`config.mk`:
```
export PLATFORM = sky130hd
export DESIGN_NAME = uart_tx_sched
export DESIGN_NICKNAME = d
export VERILOG_FILES = /design/src/rtl/uart_pkg.sv /design/src/rtl/rr_arbiter.sv /design/src/rtl/uart_tx_sched.sv
export SDC_FILE = /design/constraint.sdc
export NUM_CORES = 1
export LEC_CHECK = 0
export CAP_MARGIN = 10
export CORE_ASPECT_RATIO = 1.2
export CORE_MARGIN = 1
export CORE_UTILIZATION = 49
export CTS_CLUSTER_DIAMETER = 150
export DETAILED_ROUTE_END_ITERATION = 6
export PLACE_DENSITY = 0.79
export RECOVER_POWER = 25
export SETUP_SLACK_MARGIN = 0.5
export SYNTH_ARGS = -nofsm -noshare
export SYNTH_HDL_FRONTEND = slang
export SYNTH_SLANG_ARGS = --single-unit
```
`constraint.sdc`:
```
create_clock -name clk -period 2.1 [get_ports clk]
set_input_delay 0.42 -clock clk [delete_from_list [all_inputs] [get_ports clk]]
set_output_delay 0.42 -clock clk [all_outputs]
set_load 0.05 [all_outputs]
```
`src/rtl/uart_pkg.sv`:
```
// -----------------------------------------------------------------------------
// uart_pkg
// Shared types and constants for the UART transmit scheduler.
//   sched_state_t : scheduler FSM states
//   PARITY_EVEN / PARITY_ODD : encodings of parity_sel / tx_parity
//   max_int()     : elaboration-time helper for sizing counters
// -----------------------------------------------------------------------------
package uart_pkg;

    typedef enum logic [2:0] {
        IDLE      = 3'd0,
        START     = 3'd1,
        WAIT_BUSY = 3'd2,
        SENDING   = 3'd3,
        GAP       = 3'd4
    } sched_state_t;

    localparam logic PARITY_EVEN = 1'b0;
    localparam logic PARITY_ODD  = 1'b1;

    function automatic int max_int(input int a, input int b);
        return (a > b) ? a : b;
    endfunction

endpackage

```
`src/rtl/rr_arbiter.sv`:
```
// -----------------------------------------------------------------------------
// rr_arbiter
// Purely combinational round-robin pick: the first asserted req scanning
// upward from ptr, wrapping at N.
// Ports:
//   req       in  N          request vector
//   ptr       in  $clog2(N)  highest-priority index (must be < N)
//   grant     out N          one-hot winner, all zero when no request
//   grant_idx out $clog2(N)  encoded winner, 0 when no request
// -----------------------------------------------------------------------------
module rr_arbiter #(
    parameter int N = 2
) (
    input  logic [N-1:0]         req,
    input  logic [$clog2(N)-1:0] ptr,
    output logic [N-1:0]         grant,
    output logic [$clog2(N)-1:0] grant_idx
);

    localparam int IW = $clog2(N);

    logic          found;
    logic [IW:0]   sum;
    logic [IW-1:0] idx;

    // NOTE: every signal driven here gets a default at the top of the block;
    // a path that leaves one unassigned would infer a latch.
    always_comb begin
        grant     = '0;
        grant_idx = '0;
        found     = 1'b0;
        sum       = '0;
        idx       = '0;
        for (int k = 0; k < N; k++) begin
            // One extra bit keeps ptr + k from overflowing before the wrap.
            sum = {1'b0, ptr} + (IW+1)'(k);
            if (sum >= (IW+1)'(N)) begin
                sum = sum - (IW+1)'(N);
            end
            idx = sum[IW-1:0];
            if (!found && req[idx]) begin
                found      = 1'b1;
                grant[idx] = 1'b1;
                grant_idx  = idx;
            end
        end
    end

endmodule

```
`src/rtl/uart_tx_sched.sv`:
```
// -----------------------------------------------------------------------------
// uart_tx_sched
// Round-robin scheduler sharing one UART transmitter core between N_REQ byte
// producers. Accepts one byte over valid/ready, launches it with a one-cycle
// tx_start, tracks the core's busy flag, and enforces an idle gap per frame.
// Ports:
//   clk, rst           clock, synchronous active-high reset
//   req_valid/req_data per-requester byte offer (requester i = bits [8i+7:8i])
//   req_ready          one-hot combinational accept
//   parity_sel         parity mode sampled at accept (0 even, 1 odd)
//   tx_busy            core busy flag
//   tx_start           one-cycle launch pulse
//   tx_data/tx_parity  latched byte and parity mode for the core
//   grant_id           index of the last accepted requester
//   sched_busy         high whenever the FSM is not IDLE
//   err_timeout        one-cycle pulse when the core never raised tx_busy
// -----------------------------------------------------------------------------
module uart_tx_sched
    import uart_pkg::*;
#(
    parameter int N_REQ         = 2,
    parameter int GAP_CYCLES    = 16,
    parameter int START_TIMEOUT = 4096
) (
    input  logic                     clk,
    input  logic                     rst,
    input  logic [N_REQ-1:0]         req_valid,
    input  logic [8*N_REQ-1:0]       req_data,
    output logic [N_REQ-1:0]         req_ready,
    input  logic                     parity_sel,
    input  logic                     tx_busy,
    output logic                     tx_start,
    output logic [7:0]               tx_data,
    output logic                     tx_parity,
    output logic [$clog2(N_REQ)-1:0] grant_id,
    output logic                     sched_busy,
    output logic                     err_timeout
);

    localparam int IW    = $clog2(N_REQ);
    localparam int CNT_W = $clog2(max_int(GAP_CYCLES, START_TIMEOUT)) + 1;

    localparam logic [CNT_W-1:0] TIMEOUT_LAST = CNT_W'(START_TIMEOUT - 1);
    localparam logic [CNT_W-1:0] GAP_LAST     = CNT_W'((GAP_CYCLES > 0) ? GAP_CYCLES - 1 : 0);
    // With no gap configured the end of a frame returns straight to IDLE.
    localparam sched_state_t     AFTER_FRAME  = (GAP_CYCLES == 0) ? IDLE : GAP;
    localparam logic [IW-1:0]    LAST_REQ     = IW'(N_REQ - 1);

    sched_state_t     state, state_d;
    logic [CNT_W-1:0] cnt, cnt_d;
    logic [IW-1:0]    rr_ptr;
    logic [N_REQ-1:0] grant;
    logic [IW-1:0]    win_idx;
    logic             any_grant;
    logic             accept;
    logic             timed_out;

    rr_arbiter #(.N(N_REQ)) u_arb (
        .req       (req_valid),
        .ptr       (rr_ptr),
        .grant     (grant),
        .grant_idx (win_idx)
    );

    assign any_grant = |grant;
    assign accept    = (state == IDLE) && any_grant;
    assign req_ready = (state == IDLE && !rst) ? grant : '0;
    assign timed_out = (state == WAIT_BUSY) && !tx_busy && (cnt == TIMEOUT_LAST);

    always_comb begin
        state_d = state;
        cnt_d   = cnt;
        case (state)
            IDLE: begin
                if (any_grant) state_d = START;
            end
            START: begin
                cnt_d   = '0;
                state_d = WAIT_BUSY;
            end
            WAIT_BUSY: begin
                // A core already busy on entry is taken as this frame's start.
                if (tx_busy) begin
                    state_d = SENDING;
                end else if (cnt == TIMEOUT_LAST) begin
                    cnt_d   = '0;
                    state_d = AFTER_FRAME;
                end else begin
                    cnt_d = cnt + 1'b1;
                end
            end
            SENDING: begin
                if (!tx_busy) begin
                    cnt_d   = '0;
                    state_d = AFTER_FRAME;
                end
            end
            GAP: begin
                if (cnt == GAP_LAST) begin
                    cnt_d   = '0;
                    state_d = IDLE;
                end else begin
                    cnt_d = cnt + 1'b1;
                end
            end
            default: state_d = IDLE;
        endcase
    end

    // NOTE: state registers use non-blocking assignments so every flop samples
    // pre-edge values regardless of statement order.
    always_ff @(posedge clk) begin
        if (rst) begin
            state       <= IDLE;
            cnt         <= '0;
            rr_ptr      <= '0;
            tx_start    <= 1'b0;
            tx_data     <= 8'h00;
            tx_parity   <= PARITY_EVEN;
            grant_id    <= '0;
            sched_busy  <= 1'b0;
            err_timeout <= 1'b0;
        end else begin
            state       <= state_d;
            cnt         <= cnt_d;
            sched_busy  <= (state_d != IDLE);
            tx_start    <= accept;
            err_timeout <= timed_out;
            if (accept) begin
                tx_data   <= req_data[{win_idx, 3'b000} +: 8];
                tx_parity <= (parity_sel == PARITY_ODD) ? PARITY_ODD : PARITY_EVEN;
                grant_id  <= win_idx;
                rr_ptr    <= (win_idx == LAST_REQ) ? '0 : win_idx + 1'b1;
            end
        end
    end

endmodule
```
==> flow_summary.toml, run 1 <==
[outcome]
outcome = "finished, final reports clean"

[yosys]
ys_top_cells_by_count = "dfxtp_1 (30), nand2_1 (29), nor2_1 (15), a22oi_1 (8), o211ai_1 (8)"
yosysTopAreaCell = "dfxtp_1"
async_reset_ff_share_pct = 0
synth_area_leaders = "dfxtp_1 (39%), nand2_1 (7.0%), a22oi_1 (3.9%)"
yosys_warnings = 0
synth.most_common_cell = "dfxtp_1"
avgSynthCellArea_um2 = 8.83
syn_inst = 176
synth_top_area_share_pct = 38.6
synth_edf_count = 0
ys_seq_elements = 30
synth_area_um2 = 1550
synth.distinct_cells = 53
seq_area_frac_synth_pct = 38.6
ys.flop_type = "dfxtp_1"
syn-num-nets = 199

[route]
drc = 0
ant_nets = 0
viasPerCell = 6.12
drt_iter0_drc = 104
top_layer = "met4"
drt-met1-wl_um = 1760
routed_wl_um = 5080
dr_total_vias = 1726
route.met2.wl_um = 2710
wl_met3_um = 398
firstDrtPassIters = 5
wl_per_cell_um = 18.0

[global_routing]
grt_max_degree = 18
grt_pass1_vias = 1662
antenna_found_initial = 0
track_usage_pct = 29.0
grt-ovfl-total = 0
grt_pass1_wl_um = 7180

[sta]
fin_setup_tns_ns = 0
period_needed_ns = 1.97
hold_viol = 0
max-slew-margin-rel_pct = 59.4
setup_viol = 0
timing.hold.ws_ns = 0.445
rsz0062_at_grt = "true"
fin_worst_skew_ns = 0.0163
setup_ws_ns = 0.131
max_freq_mhz = 508
finalCritPeriodShare_pct = 93.8
slew_viol_final = 0
tightest_slew_ns = 0.612

[floorplan]
io_pins = 37
dieArea_um2 = 3400
die_h_um = 63.7
start_util_pct = 51.3
rows = 22
coreArea_um2 = 3030
die_w_um = 53.4

[min_path]
holdPathEnd = "tx_data[2]"
holdPathStages = 2
min_path_type = "flop to flop"
hp-start = "tx_data[2]"

[placement]
numPortBuffers = 36
pre_cts_slack_ns = 0.0331
placed_cells = 250
dpl.hpwl_um = 2770
place_congestion = 0.797

[finish]
seqCellArea_um2 = 638
final_cells = 282
nets = 270
antenna_cells = 0
syn_to_final_growth_pct = 55.2
multi_input_area_um2 = 1040
drive_gt1_share_pct = 39.4
fillers = 205

[clock_network]
clock-sinks = 30
cts_made_buffers = 5
clockBufferDepth = 2
cts-root-buf = "clkbuf_4"
hold_buffers = 0
path_clk_slew_ns = 0.09
htreeDepth = 2
cts_tree = "done"
clock_latency_ns = 0.35

[power]
power_leakage_nw = 0.920
p_total_mw = 1.47
powerDensity_nw_per_um2 = 608
vdd_drop_max_mv = 0.515

[critical_path]
critPathMaxFanout = 2
cp-start-kind = "flop"
cp-end-kind = "primary output"
rrSetupSlack_ns = 0.29
r2r_start = "state[0]"
rr_endpoint = "cnt[8]"
critical_path_class = "flop to primary output"
worst_ep_required_time_ns = 1.68
arrival_ns = 1.55
rr_worst_depth = 7

[run]
maxCapViolCount = 0
## critical path: stages (launching register included)
cell and delay (ns):
dfxtp_4 0.35, or3_4 0.42, nor3b_4 0.26, buf_12 0.17
## power breakdown
group / switching [mW] / total, mW / internal [mW]
clock network: 0.204 / 0.354 / 0.151
registers: 0.0264 / 0.627 / 0.601
logic: 0.292 / 0.484 / 0.191
## flip-flops by register name, indices dropped and copies added (netlist names)
name,flops
tx_parity,1
cnt,13
err_timeout,1
state,3
rr_ptr,1
tx_data,8
sched_busy,1
grant_id,1
tx_start,1
## cell families (layout without fill, tap and decap cells)
group | Yosys count | count (layout) | share of synthesized area [%]
xor+xnor | 3 | 3 | 1.69
mux | 1 | 1 | 0.644
fa+ha+maj | 1 | 1 | 0.805
flops | 30 | 30 | 38.6
simple gates | 84 | 85 | 31.4
buf+inv | 11 | 80 | 4.83
compound gates | 46 | 46 | 22.0
## how the worst max path moves through the flow
stage	start	end	slack [ns]	cells after the start
floorplan	state[0]	req_ready[1]	0.23	3
global placement	req_valid[0]	req_ready[1]	0.08	4
detailed placement	req_valid[0]	req_ready[1]	0.03	4
CTS	state[0]	req_ready[1]	0.14	3
global route	state[0]	req_ready[1]	0.11	3
finish	state[0]	req_ready[1]	0.13	3
## stage by stage
| step | utilization (%) | area [um2] |
|---|---|---|
| 2_1_floorplan | - | 1580 |
| 3_3_place_gp | 66.8 | 2020 |
| 3_5_place_dp | 66.8 | 2020 |
| 4_1_cts | 75.2 | 2280 |
| 5_1_grt | 79.6 | 2410 |
| 6_report | 79.6 | 2410 |
## layer usage
metal / vias up / GRT usage, %
li1: 788 / -
met1: 814 / 29.7
met2: 98 / 48.6
met3: 26 / 9.90
met4: 0 / 17.4
met5: - / 0
## repair_timing
item	4_1_cts	5_1_grt
endpoints found under the setup margin	28	35
gates resized for setup	57	42
pin swaps	16	24
gates cloned	2	0
setup buffers	13	11
endpoints found under the hold margin	0	0
## cell usage in the layout (no fill, tap or decap), types with 6 or more instances in the layout
cell | Yosys | layout
buf_4 | 1 | 26
o211ai_1 | 8 | 8
nand2_1 | 29 | 27
clkdlybuf4s50_1 | 0 | 18
dfxtp_1 | 30 | 16
a22oi_1 | 8 | 8
clkbuf_1 | 2 | 10
nor2_1 | 15 | 12
dfxtp_2 | 0 | 6
dfxtp_4 | 0 | 8
## final cells by class
class / count / area share, %
well taps: 36 / 1.87
inverters: 4 / 0.623
flip-flops and latches: 30 / 26.5
multi-input cells: 136 / 43.3
repair buffers: 70 / 25.6
clock buffers: 6 / 2.13
No activity file was read; power rests on OpenSTA's default activity.
==> inputs of run 2 (changes only) <==
--- a/config.mk
+++ b/config.mk
@@ -8,10 +8,10 @@
 export CAP_MARGIN = 10
 export CORE_ASPECT_RATIO = 1.2
 export CORE_MARGIN = 1
-export CORE_UTILIZATION = 49
+export CORE_UTILIZATION = 44
 export CTS_CLUSTER_DIAMETER = 150
 export DETAILED_ROUTE_END_ITERATION = 6
-export PLACE_DENSITY = 0.79
+export PLACE_DENSITY = 0.75
 export RECOVER_POWER = 25
 export SETUP_SLACK_MARGIN = 0.5
 export SYNTH_ARGS = -nofsm -noshare
==> constraint.sdc (replaced) <==
create_clock -name clk -period 1.7 [get_ports clk]
set_input_delay 0.34 -clock clk [delete_from_list [all_inputs] [get_ports clk]]
set_output_delay 0.34 -clock clk [all_outputs]
set_load 0.05 [all_outputs]
==> run 2 against run 1 <==
Compared with the run above: the run now ends with negative setup slack left; flip-flop and latch count stayed put; worst hold slack better by 0.0073 ns; critical path depth stayed put; global-route usage is 0.42 points higher.
==> flow_summary.toml, run 2 (same netlist as run 1, synthesis figures left out) <==
[finish]
largest_reg_flops = 13
mostFrequentLayoutCells = "buf_4 (38), nand2_1 (24), buf_6 (18), dfxtp_1 (18), clkdlybuf4s50_1 (18)"
seqCellArea_um2 = 628
nets = 288
syn_to_final_growth_pct = 73.3
utilization_pct = 80.0
multi_input_area_um2 = 1130
layout_commonest_cell = "buf_4"
postLayoutCellArea_um2 = 2690
drive_gt1_share_pct = 49.2
fillers = 186
antenna_cells = 0
top_register = "cnt"
reg_top3 = "cnt (13), tx_data (8), state (3)"

[clock_network]
htreeDepth = 2
cts_made_buffers = 5
clockBufferDepth = 2
cts_tree = "done"
path_clk_slew_ns = 0.07
cts-root-buf = "clkbuf_8"
clock_latency_ns = 0.29
clock-sinks = 30
hold_buffers = 0

[floorplan]
io_pins = 37
start_util_pct = 46.2
die_w_um = 56.3
rows = 23
coreArea_um2 = 3370
dieArea_um2 = 3770
die_h_um = 67.1

[critical_path]
arrival_ns = 1.52
cp-end-kind = "primary output"
critPathMaxStageDelay_ns = 0.39
cp-start-kind = "flop"
critical_path_class = "flop to primary output"
worst_ep_required_time_ns = 1.36
slowest_stage = "dfxtp_4"
critPathMaxFanout = 7
critical_path.cell_chain = "or3_4, nor3b_4, buf_12"

[placement]
numPortBuffers = 36
dpl.hpwl_um = 3230
place_area_um2 = 2160
place_congestion = 0.814

[global_routing]
grt_max_degree = 10
grt_pass1_wl_um = 8430
grt_pass1_vias = 1842
track_usage_pct = 29.4
antenna_found_initial = 0
grt-ovfl-total = 0

[outcome]
violations = "negative setup slack"
outcome = "finished, violations left"

[sta]
max_freq_mhz = 537
max-slew-margin-rel_pct = 57.9
setup_ws_ns = -0.162
fin_setup_tns_ns = -0.497
setup_viol = 8
rsz0062_at_grt = "true"
hold_viol = 0
slew_viol_final = 0
fin_worst_skew_ns = 0.00654
finalCritPeriodShare_pct = 110
period_needed_ns = 1.86
tightest_slew_ns = 0.634

[min_path]
min_path_type = "flop to flop"

[route]
routed_wl_um = 6520
firstDrtPassIters = 4
ant_nets = 0
drc = 0
wl_per_cell_um = 21.5
dr_total_vias = 1869
viasPerCell = 6.17
drt_iter0_drc = 108

[run]
maxCapViolCount = 0

[power]
p_total_mw = 2.16
powerDensity_nw_per_um2 = 801
power_leakage_nw = 1.07
vdd_drop_max_mv = 0.948
[run 2: cell count changes in the layout (fill, tap and decap cells not counted), moves of 3 or more]
| cell | change |
|---|---|
| nand2_2 | +3 |
| clkbuf_4 | -5 |
| o21ai_0 | -4 |
| nand2_1 | -3 |
| buf_4 | +12 |
| buf_6 | +13 |
| clkbuf_8 | +5 |
| dfxtp_4 | -3 |
[run 2: final cells by class]
cell class | instances | area share, %
multi-input cells | 136 | 41.9
repair buffers | 88 | 29.1
flip-flops and latches | 30 | 23.3
clock buffers | 7 | 3.20
well taps | 37 | 1.72
inverters | 4 | 0.557
clock inverters | 1 | 0.186
[run 2: layer usage]
layer | vias to the layer above | share of wire, % | track usage [%]
li1 | 831 | - | -
met1 | 887 | 33 | 29.3
met2 | 106 | 54 | 56.5
met3 | 45 | 6.3 | 6.02
met4 | 0 | 6.6 | 17.1
met5 | - | 0 | 0
[run 2: timing repair]
action                     4_1_cts  5_1_grt
setup buffers                   12       10
setup endpoints to repair       31       34
cloned                           1        1
resized for setup               46       37
pin swaps                       33       46
[run 2: path summary, 6_finish.rpt]
check	startpoint	to	slack (ns)	cells after the start
setup reg to reg	state[1]	cnt[8]	-0.07	9
setup / recovery	state[2]	req_ready[1]	-0.16	3
hold reg to reg	tx_data[1]	tx_data[1]	0.45	2
hold / removal	tx_data[1]	tx_data[1]	0.45	2
[run 2: metrics by stage]
step,worst slack [ns],hold WS [ns],std cells
3_5_place_dp,-0.194,0.433,271
5_1_grt,-0.193,0.476,303
3_3_place_gp,-0.167,0.427,271
4_1_cts,-0.130,0.444,292
2_1_floorplan,-0.0894,0.449,176
6_report,-0.162,0.453,303
[run 2: power by group]
| part | internal [mW] | total, mW | switching, mW |
|---|---|---|---|
| clock network | 0.326 | 0.608 | 0.282 |
| registers | 0.748 | 0.787 | 0.0389 |
| logic | 0.334 | 0.762 | 0.428 |
| total | 1.41 | 2.16 | 0.749 |
[run 2: critical path, delay by kind of cell, from the launching register on]
kind | cells | cell delay [ns]
and+or+nand+nor | 2 | 0.66
DFF | 1 | 0.39
buffers and inverters | 1 | 0.18
==> inputs of run 3 (changes only) <==
--- a/config.mk
+++ b/config.mk
@@ -6,12 +6,14 @@
 export NUM_CORES = 1
 export LEC_CHECK = 0
 export CAP_MARGIN = 10
+export CELL_PAD_IN_SITES_DETAIL_PLACEMENT = 1
+export CELL_PAD_IN_SITES_GLOBAL_PLACEMENT = 1
 export CORE_ASPECT_RATIO = 1.2
 export CORE_MARGIN = 1
-export CORE_UTILIZATION = 44
+export CORE_UTILIZATION = 33
 export CTS_CLUSTER_DIAMETER = 150
 export DETAILED_ROUTE_END_ITERATION = 6
-export PLACE_DENSITY = 0.75
+export PLACE_DENSITY = 0.77
 export RECOVER_POWER = 25
 export SETUP_SLACK_MARGIN = 0.5
 export SYNTH_ARGS = -nofsm -noshare
==> run 3 against run 2 <==
Compared with the run above: the flow still finishes with violations (negative setup slack); sequential share of layout area is 1.4 points lower; critical path type unchanged; worst hold slack better by 0.032 ns; register-to-register slack worse by 0.03 ns; clock skew is 0.0035 ns higher; wire length is 14% higher; largest power group is now the clock network; global-route usage is 3.4 points lower; first-iteration DRC count is 13% lower.
==> flow_summary.toml, run 3 (same netlist as run 1, synthesis figures left out) <==
[global_routing]
grt_max_degree = 11
antenna_found_initial = 0
grt_pass1_wl_um = 9800
grt-ovfl-total = 0
grt_pass1_vias = 2039
track_usage_pct = 26.0

[placement]
dpl.hpwl_um = 3690
numPortBuffers = 36
pre_cts_slack_ns = -0.255
placed_cells = 298
place_congestion = 0.789

[outcome]
violations = "negative setup slack"
outcome = "finished, violations left"

[finish]
mostFrequentLayoutCells = "buf_4 (49), nand2_1 (24), dfxtp_1 (19), clkdlybuf4s50_1 (19), buf_6 (18)"
drive_gt1_share_pct = 54.0
reg_top3 = "cnt (13), tx_data (8), state (3)"
syn_to_final_growth_pct = 86.2
final_cells = 334
nets = 298
top_register = "cnt"
largest_reg_flops = 13
antenna_cells = 0
layout_commonest_cell = "buf_4"

[clock_network]
hold_buffers = 0
clockBufferDepth = 2
cts-root-buf = "clkbuf_8"
clock-sinks = 30
cts_tree = "done"
cts_made_buffers = 5
htreeDepth = 2
clock_latency_ns = 0.30
path_clk_slew_ns = 0.07

[sta]
setup_viol = 9
setup_ws_ns = -0.154
slew_viol_final = 0
hold_viol = 0
fin_setup_tns_ns = -0.813
max_freq_mhz = 539
finalCritPeriodShare_pct = 109
tightest_slew_ns = 0.639
rsz0062_at_grt = "true"
fin_worst_skew_ns = 0.0101
max-slew-margin-rel_pct = 57.6
period_needed_ns = 1.85

[floorplan]
coreArea_um2 = 4560
start_util_pct = 34.1
rows = 27
dieArea_um2 = 4990
die_h_um = 77.2
io_pins = 37
die_w_um = 64.6

[route]
routed_wl_um = 7410
dr_total_vias = 1878
drt_iter0_drc = 94
viasPerCell = 5.62
wl_per_cell_um = 22.2
firstDrtPassIters = 4
drc = 0
ant_nets = 0

[critical_path]
cp-start-kind = "flop"
worst_ep_required_time_ns = 1.36
critical_path_class = "flop to primary output"
cp-end-kind = "primary output"
critical_path.cell_chain = "or3_4, nor3b_4, buf_12"
critPathMaxFanout = 2
arrival_ns = 1.51
critPathMaxStageDelay_ns = 0.42
slowest_stage = "or3_4"

[power]
power_leakage_nw = 1.16
vdd_drop_max_mv = 0.649
powerDensity_nw_per_um2 = 865

[run]
maxCapViolCount = 0

[min_path]
min_path_type = "flop to flop"
-- run 3: changes by cell type in the layout (fill, tap and decap cells not counted), sizes merged --
| cell | before | now |
|---|---|---|
| clkbuf | 15 | 12 |
| dlygate4sd2 | 2 | 0 |
| dlymetal6s2s | 1 | 2 |
| bufinv | 0 | 2 |
| buf | 59 | 71 |
| clkinv | 1 | 0 |
| clkdlybuf4s50 | 18 | 19 |
-- run 3: metrics by stage --
stage	hold slack, ns	total power [mW]	area [um2]	utilization (%)
6_report	0.484	2.50	2890	63.4
5_1_grt	0.497	2.59	2890	63.4
4_1_cts	0.457	2.39	2710	59.5
3_5_place_dp	0.437	1.39	2230	48.9
3_3_place_gp	0.426	1.38	2230	48.9
2_1_floorplan	0.449	1.14	1610	-
-- run 3: path summary, 6_finish.rpt --
check / start / end / slack (ns) / cells after the start
max: state[0] / req_ready[1] / -0.15 / 3
min: tx_data[6] / tx_data[6] / 0.48 / 2
max reg2reg: state[0] / cnt[0] / -0.10 / 8
min reg2reg: tx_data[6] / tx_data[6] / 0.48 / 2
-- run 3: layout make-up --
cell class                      count  area [um2]
Tap cell                           58        72.6
Sequential cell                    30         634
Fill cell                         493        1670
Clock inverter                      2        60.1
Clock buffer                        6        82.6
Timing Repair Buffer               98         878
Multi-Input combinational cell    136        1150
Inverter                            4        15.0
-- run 3: what timing repair did --
item / in CTS / in global routing
setup buffers: 14 / 12
setup endpoints to repair: 31 / 37
pin swaps: 29 / 17
cloned: 2 / 0
gates resized for setup: 63 / 32
-- run 3: worst max-delay path: cells and delay by family (launching register included) --
family	cells	cell delay, ns
DFF	1	0.35
and+or+nand+nor	2	0.70
buffers and inverters	1	0.18
-- run 3: power breakdown --
part	switching [mW]	leakage [nW]	total, mW	internal, mW
clock network	0.307	0.0714	0.932	0.626
registers	0.0338	0.252	0.778	0.744
logic	0.451	0.839	0.791	0.340
-- run 3: metal layers --
metal  vias up  global-route usage, %  part of all wire (%)
met3        18                   5.21                   3.8
li1        849                      -                     -
met1       946                   23.0                    33
met2        65                   53.8                    60
met4         0                   10.9                   3.5
met5         -                      0                     0
